### config.mk
export PLATFORM = sky130hd
export DESIGN_NAME = multicycle_ctrl
export DESIGN_NICKNAME = d
export VERILOG_FILES = /design/src/rtl/mips_ctrl_pkg.sv /design/src/rtl/mc_opdec.sv /design/src/rtl/multicycle_ctrl.sv
export SDC_FILE = /design/constraint.sdc
export NUM_CORES = 1
export LEC_CHECK = 0
export BUFFER_PORTS_ARGS = -buffer_cell sky130_fd_sc_hd__buf_2
export CORE_MARGIN = 2
export CORE_UTILIZATION = 35
export CTS_BUF_LIST = sky130_fd_sc_hd__clkbuf_2
export CTS_CLUSTER_DIAMETER = 40
export CTS_CLUSTER_SIZE = 28
export DETAILED_ROUTE_END_ITERATION = 7
export GPL_TIMING_DRIVEN = 0
export MAX_ROUTING_LAYER = met4
export PLACE_DENSITY = 0.71
export SYNTH_ARGS = -nofsm -noshare
export SYNTH_HDL_FRONTEND = slang
export SYNTH_SLANG_ARGS = --single-unit
### constraint.sdc
create_clock -name clk -period 2.4 [get_ports clk]
set_input_delay 0.12 -clock clk [delete_from_list [all_inputs] [get_ports clk]]
set_output_delay 0.12 -clock clk [all_outputs]
set_load 0.005 [all_outputs]
### src/rtl/mips_ctrl_pkg.sv
// Shared types and constants for the multicycle MIPS control FSM:
// the 4-bit state encoding, primary opcodes and ALU operation selects.
package mips_ctrl_pkg;

    typedef enum logic [3:0] {
        FETCH   = 4'd0,
        DECODE  = 4'd1,
        MEMADR  = 4'd2,
        MEMRD   = 4'd3,
        MEMWB   = 4'd4,
        MEMWR   = 4'd5,
        EXECUTE = 4'd6,
        ALUWB   = 4'd7,
        BRANCH  = 4'd8,
        ADDIEX  = 4'd9,
        ADDIWB  = 4'd10,
        JUMP    = 4'd11,
        ORIEX   = 4'd12,
        ORIWB   = 4'd13
    } state_t;

    localparam logic [5:0] RTYPE = 6'b000000;
    localparam logic [5:0] LW    = 6'b100011;
    localparam logic [5:0] SW    = 6'b101011;
    localparam logic [5:0] BEQ   = 6'b000100;
    localparam logic [5:0] BNE   = 6'b000101;
    localparam logic [5:0] ADDI  = 6'b001000;
    localparam logic [5:0] J     = 6'b000010;
    localparam logic [5:0] ORI   = 6'b001101;

    localparam logic [1:0] ALUOP_ADD   = 2'b00;
    localparam logic [1:0] ALUOP_SUB   = 2'b01;
    localparam logic [1:0] ALUOP_FUNCT = 2'b10;
    localparam logic [1:0] ALUOP_OR    = 2'b11;

endpackage

### src/rtl/mc_opdec.sv
// Opcode decoder: maps the IR opcode to the state that follows DECODE.
// ORI is only recognised when MULTICYCLE_CTRL_ORI_EN is defined.
module mc_opdec
    import mips_ctrl_pkg::*;
(
    input  logic [5:0] op,
    output state_t     next_state,
    output logic       legal
);

    always_comb begin
        next_state = FETCH;
        legal      = 1'b1;
        case (op)
            RTYPE:   next_state = EXECUTE;
            LW, SW:  next_state = MEMADR;
            BEQ, BNE: next_state = BRANCH;
            ADDI:    next_state = ADDIEX;
            J:       next_state = JUMP;
`ifdef MULTICYCLE_CTRL_ORI_EN
            ORI:     next_state = ORIEX;
`endif
            default: legal = 1'b0;
        endcase
    end

endmodule

### src/rtl/multicycle_ctrl.sv
// Moore control FSM for a multicycle MIPS datapath. Optional ORI support
// is enabled by defining MULTICYCLE_CTRL_ORI_EN; otherwise zext is tied 0.
module multicycle_ctrl
    import mips_ctrl_pkg::*;
(
    input  logic       clk,
    input  logic       reset,
    input  logic [5:0] op,
    input  logic       mem_ready,
    output logic       pcwrite,
    output logic       branch,
    output logic       bne,
    output logic       iord,
    output logic       memwrite,
    output logic       irwrite,
    output logic       regdst,
    output logic       memtoreg,
    output logic       regwrite,
    output logic       alusrca,
    output logic       zext,
    output logic       instr_done,
    output logic       illegal_op,
    output logic [1:0] alusrcb,
    output logic [1:0] pcsrc,
    output logic [1:0] aluop,
    output logic [3:0] state
);

    state_t state_q, state_d;
    state_t dec_state;
    logic   dec_legal;

    mc_opdec u_opdec (
        .op         (op),
        .next_state (dec_state),
        .legal      (dec_legal)
    );

    always_ff @(posedge clk) begin
        if (reset) state_q <= FETCH;
        else       state_q <= state_d;
    end

    assign state = state_q;

`ifndef MULTICYCLE_CTRL_ORI_EN
    assign zext = 1'b0;
`endif

    always_comb begin
        state_d    = state_q;
        pcwrite    = 1'b0;
        branch     = 1'b0;
        bne        = 1'b0;
        iord       = 1'b0;
        memwrite   = 1'b0;
        irwrite    = 1'b0;
        regdst     = 1'b0;
        memtoreg   = 1'b0;
        regwrite   = 1'b0;
        alusrca    = 1'b0;
        instr_done = 1'b0;
        illegal_op = 1'b0;
        alusrcb    = 2'b00;
        pcsrc      = 2'b00;
        aluop      = ALUOP_ADD;
`ifdef MULTICYCLE_CTRL_ORI_EN
        zext       = 1'b0;
`endif
        case (state_q)
            FETCH: begin
                alusrcb = 2'b01;
                irwrite = mem_ready;
                pcwrite = mem_ready;
                if (mem_ready) state_d = DECODE;
            end
            DECODE: begin
                alusrcb    = 2'b11;
                illegal_op = ~dec_legal;
                state_d    = dec_state;
            end
            MEMADR: begin
                alusrca = 1'b1;
                alusrcb = 2'b10;
                state_d = (op == LW) ? MEMRD : MEMWR;
            end
            MEMRD: begin
                iord = 1'b1;
                if (mem_ready) state_d = MEMWB;
            end
            MEMWB: begin
                memtoreg   = 1'b1;
                regwrite   = 1'b1;
                instr_done = 1'b1;
                state_d    = FETCH;
            end
            MEMWR: begin
                // Store completes only once memory accepts it.
                iord       = 1'b1;
                memwrite   = 1'b1;
                instr_done = mem_ready;
                if (mem_ready) state_d = FETCH;
            end
            EXECUTE: begin
                alusrca = 1'b1;
                aluop   = ALUOP_FUNCT;
                state_d = ALUWB;
            end
            ALUWB: begin
                regdst     = 1'b1;
                regwrite   = 1'b1;
                instr_done = 1'b1;
                state_d    = FETCH;
            end
            BRANCH: begin
                alusrca    = 1'b1;
                aluop      = ALUOP_SUB;
                pcsrc      = 2'b01;
                branch     = 1'b1;
                bne        = (op == BNE);
                instr_done = 1'b1;
                state_d    = FETCH;
            end
            ADDIEX: begin
                alusrca = 1'b1;
                alusrcb = 2'b10;
                state_d = ADDIWB;
            end
            ADDIWB: begin
                regwrite   = 1'b1;
                instr_done = 1'b1;
                state_d    = FETCH;
            end
            JUMP: begin
                pcsrc      = 2'b10;
                pcwrite    = 1'b1;
                instr_done = 1'b1;
                state_d    = FETCH;
            end
`ifdef MULTICYCLE_CTRL_ORI_EN
            ORIEX: begin
                alusrca = 1'b1;
                alusrcb = 2'b10;
                aluop   = ALUOP_OR;
                zext    = 1'b1;
                state_d = ORIWB;
            end
            ORIWB: begin
                regwrite   = 1'b1;
                instr_done = 1'b1;
                state_d    = FETCH;
            end
`endif
            default: state_d = FETCH;
        endcase
        // Reset suppresses every side effect, whatever state we are in.
        if (reset) begin
            pcwrite    = 1'b0;
            irwrite    = 1'b0;
            memwrite   = 1'b0;
            regwrite   = 1'b0;
            instr_done = 1'b0;
            illegal_op = 1'b0;
        end
    end

endmodule

==> summary.txt <==
Run status
  • Status: finished, final reports clean

Hold path
  • HP Start: reset
  • Hold Path Class: in -> reg

Yosys
  • Area contributors post-synth: dfxtp_1 11%, clkbuf_8 9.8%, nand2b_1 7.2%
  • Synthesis Warnings: 0
  • Top-count cell post-synth: nor2_1
  • Top-area cell type share of the netlist area: between 10% and 20%
  • Post-Synth Adder-Cell Area: 0%
  • Largest family of logic cells by synthesized area: simple AND/OR/NAND/NOR gates
  • Synth Instances: between 90 and 100
  • Net Count, Synth: around 110
  • Synth Area in XOR/XNOR: under 10%
  • Sequential area share after synthesis: 11.4%
  • Async S/R FF share, synth: 0%
  • Synth Area in Simple Gates: a little under 40%
  • Ys flop type: dfxtp_1
  • Synth Cell Area: approximately 700 µm²
  • Multiplexer share of the synthesized area: under 10%
  • Seq cells post-synth: 4
  • Syn_area_per_cell: 7.21 µm²
  • EDFF count, synth: 0
  • Complex-gate fraction of the synthesized area: a little under a quarter
  • Biggest area consumer among synthesized cells: dfxtp_1
  • Number of distinct library cells after synthesis: 37
  • Commonest cells post-synth: 13 x nor2_1, 9 x nor3_1, 8 x nand2b_1

STA
  • Hold WS: about 0.15 ns
  • Fmax: 0.569 GHz
  • Fin crit share: approximately 73%
  • Final Hold Fails: 0
  • Final Skew: between 0.003 and 0.004 ns
  • Fin. max-slew vios: 0
  • RSZ-0062 raised after global routing: no
  • Final setup TNS: 0 ns
  • Worst slew pin tran: between 0.5 and 0.6 ns
  • Slew HR: between 60% and 70%
  • Min cycle time layout: 1.76 ns
  • Final setup violating endpoints: 0
  • Post-route worst setup slack: 0.643 ns

Clock network
  • Clock Sinks: 4
  • Count of cells resized by post-cts repair: 0
  • Root buffer cell: clkbuf_2
  • Clock buffer depth: 2
  • CTS Buf Count: 3
  • H-tree depth: 1
  • Clk Latency, worst-skew pair: approximately 0.20 ns
  • Clk slew on worst S/H paths: ~0.040 ns
  • Hold-fix buffers, CTS: 0
  • CTS tree: built
  • Setup Buffers After CTS: 0

Floorplanning
  • Die W: 48.7 µm
  • Die Area: 2370 µm²
  • Starting Density: 36.4%
  • Core ar.: about 1900 µm²
  • Die Y: 48.7 µm
  • Io pins: 32
  • Rows: 16

Global routing
  • Total global routing overflow: 0
  • Via count of the first global-routing pass: around 680
  • Largest net degree at the start of global routing: 11
  • Global-route usage over all layers: roughly 16%
  • First-pass GRT wire length: just under 3000 µm
  • Antenna violations before repair: 0

Route
  • Drc violations: 0
  • Antenna Nets Post-Route: 0
  • Drt first pass iters: 4
  • Vias per cell: around 5
  • WL final: roughly 1800 µm
  • DR iter-0 viols: 20
  • Routed vias: between 700 and 800
  • DR WL/cell: 11.5 µm

Layout
  • Filler cells: 231
  • Number of diodes: 0
  • Share of cells above drive strength 1: between 30 and 40%
  • Nets: roughly 140
  • Final instance area: a little under 900 µm²
  • Max reg flops: 4
  • Synthesis-to-finish area growth: 26.3%
  • Non-Filler Instances: roughly 150

Worst setup path
  • CP cell instances: clkbuf_8 > nor4b_1 > nor2b_1 > o311a_2 > buf_2
  • Startpoint types: flop
  • WP data arrival: around 1.6 ns
  • Critical Path Max Stage Delay: ~0.46 ns
  • R2R Path Start: state[2]$_SDFFE_PP0P_
  • Crit-path leading delay family: simple AND/OR/NAND/NOR gates
  • CP Buf/Inv Count: 2
  • Crit path kind: reg -> out
  • Critical path required time: ~2.3 ns
  • Critical path's slowest cell: nor4b_1
  • Crit path max fanout: 10
  • CP endpoint kind: primary output
  • Crit path from: state[2]$_SDFFE_PP0P_

Placement
  • Placement Cell Area: between 800 and 900 µm²
  • GP Congestion: about 0.88
  • Dpl hpwl: approximately 1300 µm
  • Dpl ws: between 0.8 and 0.9 ns
  • Cells after DPL: 151
  • Port Buffer Count: 27

Power
  • Pleak: ~0.00041 µW
  • Max VDD drop: between 0.00015 and 0.0002 V
  • P per Cell Area: 246 nW/µm²

Flow run
  • Max-cap viol count: 0
## layout by cell type (no fill, tap or decap), types with 2 or more instances in the layout
cell	count
nor2b_1	2
inv_1	2
nor4_1	3
nand2_1	5
buf_2	28
buf_4	3
mux2_2	2
clkbuf_2	5
nor4b_1	3
buf_6	2
nand3_1	3
a211oi_1	2
nand2b_1	8
clkbuf_8	5
nor3_1	9
a21oi_1	7
o21ai_0	3
dfxtp_1	4
nor2_1	13
## where the power goes
part	switching, µW	internal, µW
clock network	25.4	33.6
logic	47.2	40.6
registers	1.38	68.9
## per-stage QoR
step | power (µW) | utilization (%)
finish | 217 | 46.0
global route | 236 | 46.0
CTS | 221 | 46.0
detailed placement | 158 | 45.2
global placement | 157 | 45.2
floorplan | 130 | -
## cell type report
class / instances / area [µm²] / area share [%]
multi-input combinational: 78 / 483 / 54.7
sequential: 4 / 80.1 / 9.07
inverter: 2 / 7.51 / 0.850
clock buffer: 3 / 15.0 / 1.70
tap: 27 / 33.8 / 3.82
timing repair buffer: 27 / 135 / 15.3
buffer: 13 / 129 / 14.6
## layer usage
layer	up-vias	GRT usage [%]	share of wire (%)
met2	21	25.6	48
met5	-	-	0
met3	0	3.09	4.4
met1	358	19.8	48
li1	411	-	-
met4	0	2.86	0
## cells by family after synthesis
group | count (synthesis)
muxes | 3
buffers and inverters | 15
DFF | 4
xor gates and xnor gates | 1
other | 1
AOI/OAI and AO/OA | 23
and+or+nand+nor | 50
## final timing paths
check | end | slack (ns) | cells after the start
setup / recovery | illegal_op | 0.64 | 5
hold / removal | state[1]$_SDFFE_PP0P_ | 0.15 | 2
setup reg to reg | state[2]$_SDFFE_PP0P_ | 0.93 | 5
hold reg to reg | state[2]$_SDFFE_PP0P_ | 0.73 | 3
Note: power is estimated with default switching activity, not from simulation.
